## src/rtl/aoi_pkg.sv

```systemverilog
// aoi_pkg: mode codes, FSM states and pattern helpers shared by the sweeper and its bench
package aoi_pkg;
  localparam logic [1:0] MODE_BIN  = 2'b00;
  localparam logic [1:0] MODE_GRAY = 2'b01;
  localparam logic [1:0] MODE_WALK = 2'b10;
  typedef enum logic [1:0] {IDLE, RUN, DONE} state_e;
  // Patterns are at most 8 bits wide; callers truncate to their own N_IN.
  function automatic logic [7:0] encode(input logic [1:0] mode, input logic [7:0] i);
    return mode == MODE_GRAY ? i ^ (i >> 1) : mode == MODE_WALK ? 8'd1 << i[2:0] : i;
  endfunction
  function automatic logic [7:0] last_idx(input logic [1:0] mode, input int n);
    return mode == MODE_WALK ? 8'(n - 1) : 8'((1 << n) - 1);
  endfunction
endpackage

```

## src/rtl/aoi_sweep_if.sv

```systemverilog
// aoi_sweep_if: control and result bundle of the AOI sweeper
//   start/abort/mode drive the sweep; stim, and_terms, aoi_out, valid,
//   pattern_idx, busy and done report it. master = controller, slave = sweeper.
interface aoi_sweep_if #(parameter int N_IN = 4);
  logic              start;
  logic              abort;
  logic [1:0]        mode;
  logic [N_IN-1:0]   stim;
  logic [N_IN/2-1:0] and_terms;
  logic              aoi_out;
  logic              valid;
  logic [N_IN-1:0]   pattern_idx;
  logic              busy;
  logic              done;
  modport master (output start, abort, mode,
                  input stim, and_terms, aoi_out, valid, pattern_idx, busy, done);
  modport slave  (input start, abort, mode,
                  output stim, and_terms, aoi_out, valid, pattern_idx, busy, done);
endinterface

```

## src/rtl/aoi_n.sv

```systemverilog
// aoi_n: combinational pair-grouped AND-OR-INVERT gate
//   a: N_IN inputs; and_terms[j] = a[2j] & a[2j+1]; y = ~|and_terms
module aoi_n #(parameter int N_IN = 4) (
  input  logic [N_IN-1:0]   a,
  output logic [N_IN/2-1:0] and_terms,
  output logic              y
);
  for (genvar j = 0; j < N_IN / 2; j++) begin : g_pair
    assign and_terms[j] = a[2*j] & a[2*j+1];
  end
  assign y = ~|and_terms;
endmodule

```

## src/rtl/aoi_sweep.sv

```systemverilog
// aoi_sweep: sequences an N-input AOI gate through binary, Gray or walking-one patterns
//   clk, rst_n (async active-low); bus: start/abort/mode in, stim, registered
//   and_terms/aoi_out with valid, pattern_idx, busy and a one-cycle done pulse out.
module aoi_sweep
  import aoi_pkg::*;
#(
  parameter int N_IN  = 4,
  parameter int DWELL = 2
) (
  input logic      clk,
  input logic      rst_n,
  aoi_sweep_if.slave bus
);
  state_e            state, state_d;
  logic [1:0]        mode_q, mode_d;
  logic [N_IN-1:0]   idx, idx_d, stim, stim_d;
  logic [7:0]        dcnt, dcnt_d;
  logic [N_IN/2-1:0] and_c, and_q;
  logic              aoi_c, aoi_q, valid_q, dwell_end, at_last;
  assign dwell_end = dcnt == 8'(DWELL - 1);
  assign at_last   = idx == N_IN'(last_idx(mode_q, N_IN));
  always_comb begin
    state_d = state;
    mode_d  = mode_q;
    idx_d   = idx;
    dcnt_d  = dcnt;
    if (bus.abort) begin
      state_d = IDLE;
      idx_d   = '0;
      dcnt_d  = '0;
    end else begin
      case (state)
        IDLE: if (bus.start) begin
          state_d = RUN;
          mode_d  = bus.mode;
        end
        RUN: if (!dwell_end) dcnt_d = dcnt + 8'd1;
          else if (!at_last) begin
            idx_d  = idx + N_IN'(1);
            dcnt_d = '0;
          end else state_d = DONE;
        DONE: begin
          state_d = IDLE;
          idx_d   = '0;
          dcnt_d  = '0;
        end
        default: state_d = IDLE;
      endcase
    end
    // DONE keeps idx, so the last pattern stays on stim for its response cycle.
    stim_d = state_d == IDLE ? '0 : N_IN'(encode(mode_d, 8'(idx_d)));
  end
  always_ff @(posedge clk or negedge rst_n) begin
    if (!rst_n) begin
      state   <= IDLE;
      mode_q  <= MODE_BIN;
      idx     <= '0;
      dcnt    <= '0;
      stim    <= '0;
      and_q   <= '0;
      aoi_q   <= 1'b1;
      valid_q <= 1'b0;
    end else begin
      state   <= state_d;
      mode_q  <= mode_d;
      idx     <= idx_d;
      dcnt    <= dcnt_d;
      stim    <= stim_d;
      and_q   <= and_c;
      aoi_q   <= aoi_c;
      valid_q <= state == RUN;
    end
  end
  aoi_n #(.N_IN(N_IN)) u_aoi (.a(stim), .and_terms(and_c), .y(aoi_c));
  assign bus.stim        = stim;
  assign bus.and_terms   = and_q;
  assign bus.aoi_out     = aoi_q;
  assign bus.valid       = valid_q;
  assign bus.pattern_idx = idx;
  assign bus.busy        = state == RUN;
  assign bus.done        = state == DONE;
endmodule
```

## src/flat_wrapper.sv

```systemverilog
// flat-port wrapper written by rule: the top's interface ports become plain ports
module aoi_sweep_flat import aoi_pkg::*;
#(
  parameter int N_IN  = 4,
  parameter int DWELL = 2
)
  (clk, rst_n, bus_start, bus_abort, bus_mode, bus_stim, bus_and_terms, bus_aoi_out, bus_valid, bus_pattern_idx, bus_busy, bus_done);
  aoi_sweep_if #(.N_IN(N_IN)) bus_i ();
  input logic clk;
  input logic rst_n;
  input wire logic [$bits(bus_i.start)-1:0] bus_start;
  input wire logic [$bits(bus_i.abort)-1:0] bus_abort;
  input wire logic [$bits(bus_i.mode)-1:0] bus_mode;
  output wire logic [$bits(bus_i.stim)-1:0] bus_stim;
  output wire logic [$bits(bus_i.and_terms)-1:0] bus_and_terms;
  output wire logic [$bits(bus_i.aoi_out)-1:0] bus_aoi_out;
  output wire logic [$bits(bus_i.valid)-1:0] bus_valid;
  output wire logic [$bits(bus_i.pattern_idx)-1:0] bus_pattern_idx;
  output wire logic [$bits(bus_i.busy)-1:0] bus_busy;
  output wire logic [$bits(bus_i.done)-1:0] bus_done;
  assign bus_i.start = bus_start;
  assign bus_i.abort = bus_abort;
  assign bus_i.mode = bus_mode;
  assign bus_stim = bus_i.stim;
  assign bus_and_terms = bus_i.and_terms;
  assign bus_aoi_out = bus_i.aoi_out;
  assign bus_valid = bus_i.valid;
  assign bus_pattern_idx = bus_i.pattern_idx;
  assign bus_busy = bus_i.busy;
  assign bus_done = bus_i.done;
  aoi_sweep #(.N_IN(N_IN), .DWELL(DWELL)) u_core (.clk(clk), .rst_n(rst_n), .bus(bus_i));
endmodule
```

## config.mk

```make
export PLATFORM = sky130hd
export DESIGN_NAME = aoi_sweep_flat
export DESIGN_NICKNAME = d
export VERILOG_FILES = /design/src/rtl/aoi_pkg.sv /design/src/rtl/aoi_sweep_if.sv /design/src/rtl/aoi_n.sv /design/src/rtl/aoi_sweep.sv /design/src/flat_wrapper.sv
export SDC_FILE = /design/constraint.sdc
export NUM_CORES = 1
export LEC_CHECK = 0
export CAP_MARGIN = 20
export CORE_MARGIN = 3
export CORE_UTILIZATION = 50
export CTS_BUF_LIST = sky130_fd_sc_hd__clkbuf_8
export CTS_CLUSTER_DIAMETER = 100
export CTS_CLUSTER_SIZE = 40
export DETAILED_ROUTE_END_ITERATION = 8
export DONT_BUFFER_PORTS = 1
export GPL_TIMING_DRIVEN = 0
export PLACE_DENSITY = 0.74
export SYNTH_ARGS = -nofsm -noshare
export SYNTH_HDL_FRONTEND = slang
export SYNTH_SLANG_ARGS = --single-unit
```

## constraint.sdc

```tcl
create_clock -name clk -period 5.6 [get_ports clk]
set_clock_uncertainty 0.2 [all_clocks]
set_input_delay 1.12 -clock clk [delete_from_list [all_inputs] [get_ports clk]]
set_output_delay 1.12 -clock clk [all_outputs]
set_load 0.01 [all_outputs]
```

After elaboration in Yosys (flattened, before gate mapping)
Index checks and enable logic that the tools add are counted.
- bits in registers: 24
- bits in latches: 0
- memory bits (writable): 0
- memory bits (read-only): 0
- input port bits: 6
- output and inout port bits: 14
- word-level logic and storage cells: 48
- memories: 0
- add/subtract/negate cells: 2
- multipliers: 0
- divide/modulo/power cells: 0
- order comparisons: 0
- equal/unequal tests: 8
- shift operators: 1
- muxes and demuxes: 20
- bitwise gates (word level): 3
- reductions and logical operators: 6
- operators by type and width (cell ; count):
    2-to-1 mux 4 bit ; 7
    2-to-1 mux 8 bit ; 3
    case mux 8 bit (2 select lines) ; 1
    2-to-1 mux 2 bit ; 7
    adder 8 x 1 -> 8 bit (second input constant) ; 1
    equality test 8 x 1 -> 1 bit (second input constant) ; 1
    case mux 4 bit (2 select lines) ; 1
    equality test 2 bit (second input constant) ; 3
    adder 4 x 1 -> 4 bit (second input constant) ; 1
    equality test 2 x 1 -> 1 bit (second input constant) ; 2
    equality test 4 bit ; 1
    zero test 2 bit ; 2
    != test 4 bit (second input constant) ; 1
    case mux 2 bit (2 select lines) ; 1
    << shifter 1 x 3 -> 4 bit (first input constant) ; 1
    bitwise XOR 4 x 3 -> 4 bit ; 1
    nonzero test 3 bit ; 1
    AND 1 bit ; 2
    AND reduction 2 bit ; 1
    OR reduction 2 bit ; 1
    zero test 1 bit ; 1

Logic depth before layout (Yosys ltp)
- depth after elaboration: 11
- mapped depth: 9
- depth with buffers taken out: 9

Modules after synthesis
Synthesis repeated with hierarchy kept, for this count alone.
- cells, all modules: 145
- area total of the unflattened synthesis: 1495.2 µm²
- by module, submodules not included (module ; times used ; cells an instance ; area each (µm²) ; sequential area each (µm²)):
    aoi_sweep ; 1 ; 142 ; 1470.2 ; 601.8
    aoi_n ; 1 ; 3 ; 25.0 ; 0.0

Least setup slack after synthesis
Ideal clock, no wire load.
- kind: input to register
- from: in bus_abort
- to: reg u_core.stim[1], in the netlist u_core.bus.stim[1]
- setup time: 0.078 ns
- arrival time: 2.426 ns
- required time: 5.322 ns
- path slack: 2.896 ns
- cell stages on the path: 5
- path through: clkbuf_1 > nand3b_1 > mux2_2 > or3_1 > a21oi_1
- longest elaborated chain between the ends: 5
- elaborated cells on any way between the ends: 11
- RTL lines (what ; RTL line ; RTL):
    start: declaration ; flat_wrapper.sv:12 ; input wire logic [$bits(bus_i.abort)-1:0] bus_abort;
    2-to-1 mux 2 bit or 2-to-1 mux 4 bit (tied branches) ; aoi_sweep.sv:27 ; if (bus.abort) begin
    equality test 2 bit or << shifter 1 x 3 -> 4 bit (tied branches) ; aoi_pkg.sv:9 ; return mode == MODE_GRAY ? i ^ (i >> 1) : mode == MODE_WALK ? 8'd1 << i[2:0] : i;
    2-to-1 mux 4 bit (2 in series) ; aoi_pkg.sv:9 ;
    2-to-1 mux 4 bit (*) ; aoi_sweep.sv:51 ; stim_d = state_d == IDLE ? '0 : N_IN'(encode(mode_d, 8'(idx_d)));
    net u_core.stim_d[1] ; aoi_sweep.sv:16 ; logic [N_IN-1:0] idx, idx_d, stim, stim_d;
    end signal: assignment ; aoi_sweep.sv:68 ; stim <= stim_d;
    end: declaration ; aoi_sweep.sv:16 ;
The timed path passes the listed nets; every way through them passes the cells marked *.
A chain may end at the register's enable or synchronous reset.

Final worst setup path
- from: reg u_core.dcnt[1]
- to: reg u_core.stim[0], in the netlist u_core.bus.stim[0]
- longest elaborated chain between the ends: 8
- elaborated cells on any way between the ends: 13
- RTL lines (what ; RTL line ; RTL):
    start: declaration ; aoi_sweep.sv:17 ; logic [7:0] dcnt, dcnt_d;
    start signal: assignment ; aoi_sweep.sv:67 ; dcnt <= dcnt_d;
    equality test 8 x 1 -> 1 bit (*) ; aoi_sweep.sv:20 ; assign dwell_end = dcnt == 8'(DWELL - 1);
    2-to-1 mux 4 bit (*) ; aoi_sweep.sv:37 ; RUN: if (!dwell_end) dcnt_d = dcnt + 8'd1;
    case mux 4 bit (2 select lines) (*) ; aoi_sweep.sv:32 ; case (state)
    2-to-1 mux 4 bit (*) ; aoi_sweep.sv:27 ;
    net u_core.idx_d[0] ; aoi_sweep.sv:16 ;
    << shifter 1 x 3 -> 4 bit ; aoi_pkg.sv:9 ;
    2-to-1 mux 4 bit ; aoi_pkg.sv:9 ;
    2-to-1 mux 4 bit (*) ; aoi_pkg.sv:9 ;
    2-to-1 mux 4 bit (*) ; aoi_sweep.sv:51 ;
    net u_core.stim_d[0] ; aoi_sweep.sv:16 ;
Marked as above.

==> impl_metrics.env <==
export IMPL_cts_buffers=3
export IMPL_coreArea_um2=2570
export IMPL_viasPerCell=6.31
export IMPL_max_freq_ghz=0.355
export IMPL_rows=18
export IMPL_setup_violations=0
export IMPL_grt_pass1_vias=1103
export IMPL_synthFlopType="dfrtp_1"
export IMPL_synth_seq_cells=24
export IMPL_vias=1129
export IMPL_synth_edff_count=0
export IMPL_worst_slew_pin_slew_ps=622
export IMPL_cp_top_family="simple AND/OR/NAND/NOR gates"
export IMPL_start_kind="register"
export IMPL_dpl_hpwl_um=2120
export IMPL_clk_latency_ps=270
export IMPL_wl_um=2780
export IMPL_worst_ep_required_time_ps=5580
export IMPL_finalMaxSlewViolations=0
export IMPL_max_cap_viol_count=0
export IMPL_routedWlPerCell_um=15.5
export IMPL_clockBufferDepth=2
export IMPL_drt_antenna_violating_nets=0
export IMPL_post_cts_buffers=0
export IMPL_clockRootBuffer="clkbuf_8"
export IMPL_arrival_ps=2790
export IMPL_ioPinCount=20
export IMPL_path_cells="inv_1 > ha_1 > nor3b_1 > nand3_1 > a21oi_4 > xor2_1 > and2_4 > mux2_4 > nor4_2"
export IMPL_p_comb_share_pct=16.0
export IMPL_slowest_delay_ps=410
export IMPL_netlist_instances=145
export IMPL_slew_limit_headroom_pct=58.2
export IMPL_synth_warnings=0
export IMPL_swShare_pct=25.3
export IMPL_fp_dieArea_um2=3470
export IMPL_finalCritPeriodShare_pct=50.3
export IMPL_layout_drive_gt1_share_pct=11.4
export IMPL_seq_area_frac_synth_pct=43.0
export IMPL_start_util_pct=54.5
export IMPL_fillers=221
export IMPL_die_w_um=58.9
export IMPL_dp_cells=175
export IMPL_grt_max_degree=25
export IMPL_first_pass_iters=4
export IMPL_p_leak_nw=0.621
export IMPL_syn_nets=157
export IMPL_port_buffers=0
export IMPL_track_usage_pct=18.0
export IMPL_ir_drop_mv=0.198
export IMPL_place_congestion=0.936
export IMPL_power_density_nw_per_um2=268
export IMPL_htree_levels=1
export IMPL_antenna_found_initial=0
export IMPL_syn_to_final_growth_pct=7.77
export IMPL_grt_overflow=0
export IMPL_fin_nets=162
export IMPL_worstSetupPathType="reg2reg"
export IMPL_hold_path_class="reg2reg"
export IMPL_final_cell_mix="23 x dfrtp_1, 11 x nor2_1, 11 x o21ai_1"
export IMPL_path_max_fanout=4
export IMPL_end_kind="register"
export IMPL_cts_sinks=24
export IMPL_chipHeight_um=58.9
export IMPL_hold_viol_final=0
export IMPL_cts_resized=0
export IMPL_tns_ps=0
export IMPL_synth_top_area_share_pct=41.1
export IMPL_synthTopCellsByArea="dfrtp_1 41%, ha_1 5.4%, o21ai_1 3.9%"
export IMPL_pwr_share_seq_pct=46.5
export IMPL_layout_cells_most_common="dfrtp_1"
export IMPL_power_switching_uw=102
export IMPL_synth_distinct_cells=39
export IMPL_final_min_clock_period_ps=2820
export IMPL_grt_pass1_wl_um=4890
export IMPL_drc=0
export IMPL_syn_area_um2=1400
export IMPL_synth_async_reset_ratio_pct=100
export IMPL_syn_avg_cell_area_um2=9.66
export IMPL_postCtsHoldBufs=0
export IMPL_p_int_uw=303
export IMPL_path_clk_slew_ps=90
export IMPL_tritoncts="yes"
export IMPL_rsz0062_at_grt="no"
export IMPL_critPathSlowestCell="dfrtp_1"
export IMPL_diodes=0
export IMPL_final_cells=179
export IMPL_drt_iter0_markers=48
export IMPL_synth_largest_area_cell="dfrtp_1"
export IMPL_pwr_share_clk_pct=37.5
export IMPL_path_buf_inv=1
export IMPL_status="finished, final reports clean"
worst register-to-register path, stage by stage, from the launching register on:
cell and delay [ps]:
dfrtp_1 410, inv_1 70, ha_1 120, nor3b_1 380, nand3_1 250, a21oi_4 280
xor2_1 270, and2_4 210, mux2_4 300, nor4_2 240
synthesized netlist by cell type (2+ instances only):
master,count
nand4_1,2
a31oi_1,2
ha_1,6
a211oi_1,2
xnor2_1,3
or3_1,4
mux2_2,3
nand2b_1,5
nor4_2,2
a211oi_2,2
nand3b_1,2
o21ai_1,11
nor2_1,11
and3_1,3
nand2_1,7
clkbuf_1,2
mux2i_1,2
and2_1,4
nor3_1,5
nor2b_1,2
o21ai_0,2
nand3_1,9
dfrtp_1,23
a21oi_1,9
o31ai_1,2
inv_1,7
routing by layer:
layer / track usage (%) / vias to the layer above / part of all wire, %
met5: 0 / - / 0
met4: 4.85 / 0 / 0.97
met3: 2.63 / 5 / 6.9
met2: 29.5 / 40 / 47
met1: 24.8 / 554 / 45
li1: - / 530 / -
worst paths after layout:
check / start / endpoint / slack [ps] / depth (start not counted)
min in group asynchronous: rst_n / u_core.bus.valid / 340 / 0
max: u_core.dcnt[1] / u_core.bus.stim[0] / 2780 / 9
min reg2reg: u_core.dcnt[7] / u_core.dcnt[7] / 310 / 1
min: u_core.dcnt[7] / u_core.dcnt[7] / 310 / 1
max in group asynchronous: rst_n / u_core.bus.aoi_out / 4690 / 0
max reg2reg: u_core.dcnt[1] / u_core.bus.stim[0] / 2780 / 9
registers in the layout (all words and copies together) (netlist names):
| name | flops |
|---|---|
| u_core.state | 2 |
| u_core.bus.stim | 4 |
| u_core.bus.pattern_idx | 4 |
| u_core.bus.and_terms | 2 |
| u_core.bus.valid | 1 |
| u_core.mode_q | 2 |
| u_core.bus.aoi_out | 1 |
| u_core.dcnt | 8 |
power by group through the flow:
stage / Sequential [mW] / Combinational [mW] / Clock, mW
floorplan: 0.190 / 0.0526 / 0
global placement: 0.191 / 0.0615 / 0
detailed placement: 0.192 / 0.0640 / 0
CTS: 0.188 / 0.0648 / 0.153
global route: 0.190 / 0.0727 / 0.159
finish: 0.188 / 0.0648 / 0.152
logic make-up (layout without fill, tap and decap cells):
family / count (synthesis) / count (layout) / synth area share [%]
AOI/OAI and AO/OA: 36 / 36 / 16.7
xor gates and xnor gates: 4 / 4 / 2.50
adders and majority gates: 6 / 6 / 5.36
buffers and inverters: 9 / 13 / 2.41
DFF: 24 / 24 / 43.0
muxes: 7 / 7 / 6.52
and+or+nand+nor: 59 / 59 / 23.5
layout make-up:
cell class                      count  area, um^2  area share (%)
Clock inverter                      1        30.0            1.99
Sequential cell                    24         602            39.9
Multi-Input combinational cell    112         764            50.7
Inverter                            7        26.3            1.74
Tap cell                           30        37.5            2.49
Clock buffer                        3        41.3            2.74
Buffer                              2        7.51           0.498
through the flow:
stage	utilization, %	hold WS [ps]	cell area (um^2)	total power, mW	worst slack, ps
global placement	56.0	296	1440	0.253	2730
global route	58.8	323	1510	0.422	2670
finish	58.8	308	1510	0.405	2780
floorplan	-	269	1400	0.243	2900
detailed placement	56.0	297	1440	0.256	2680
CTS	58.8	312	1510	0.406	2840
Power figures use the tool's default switching activity.
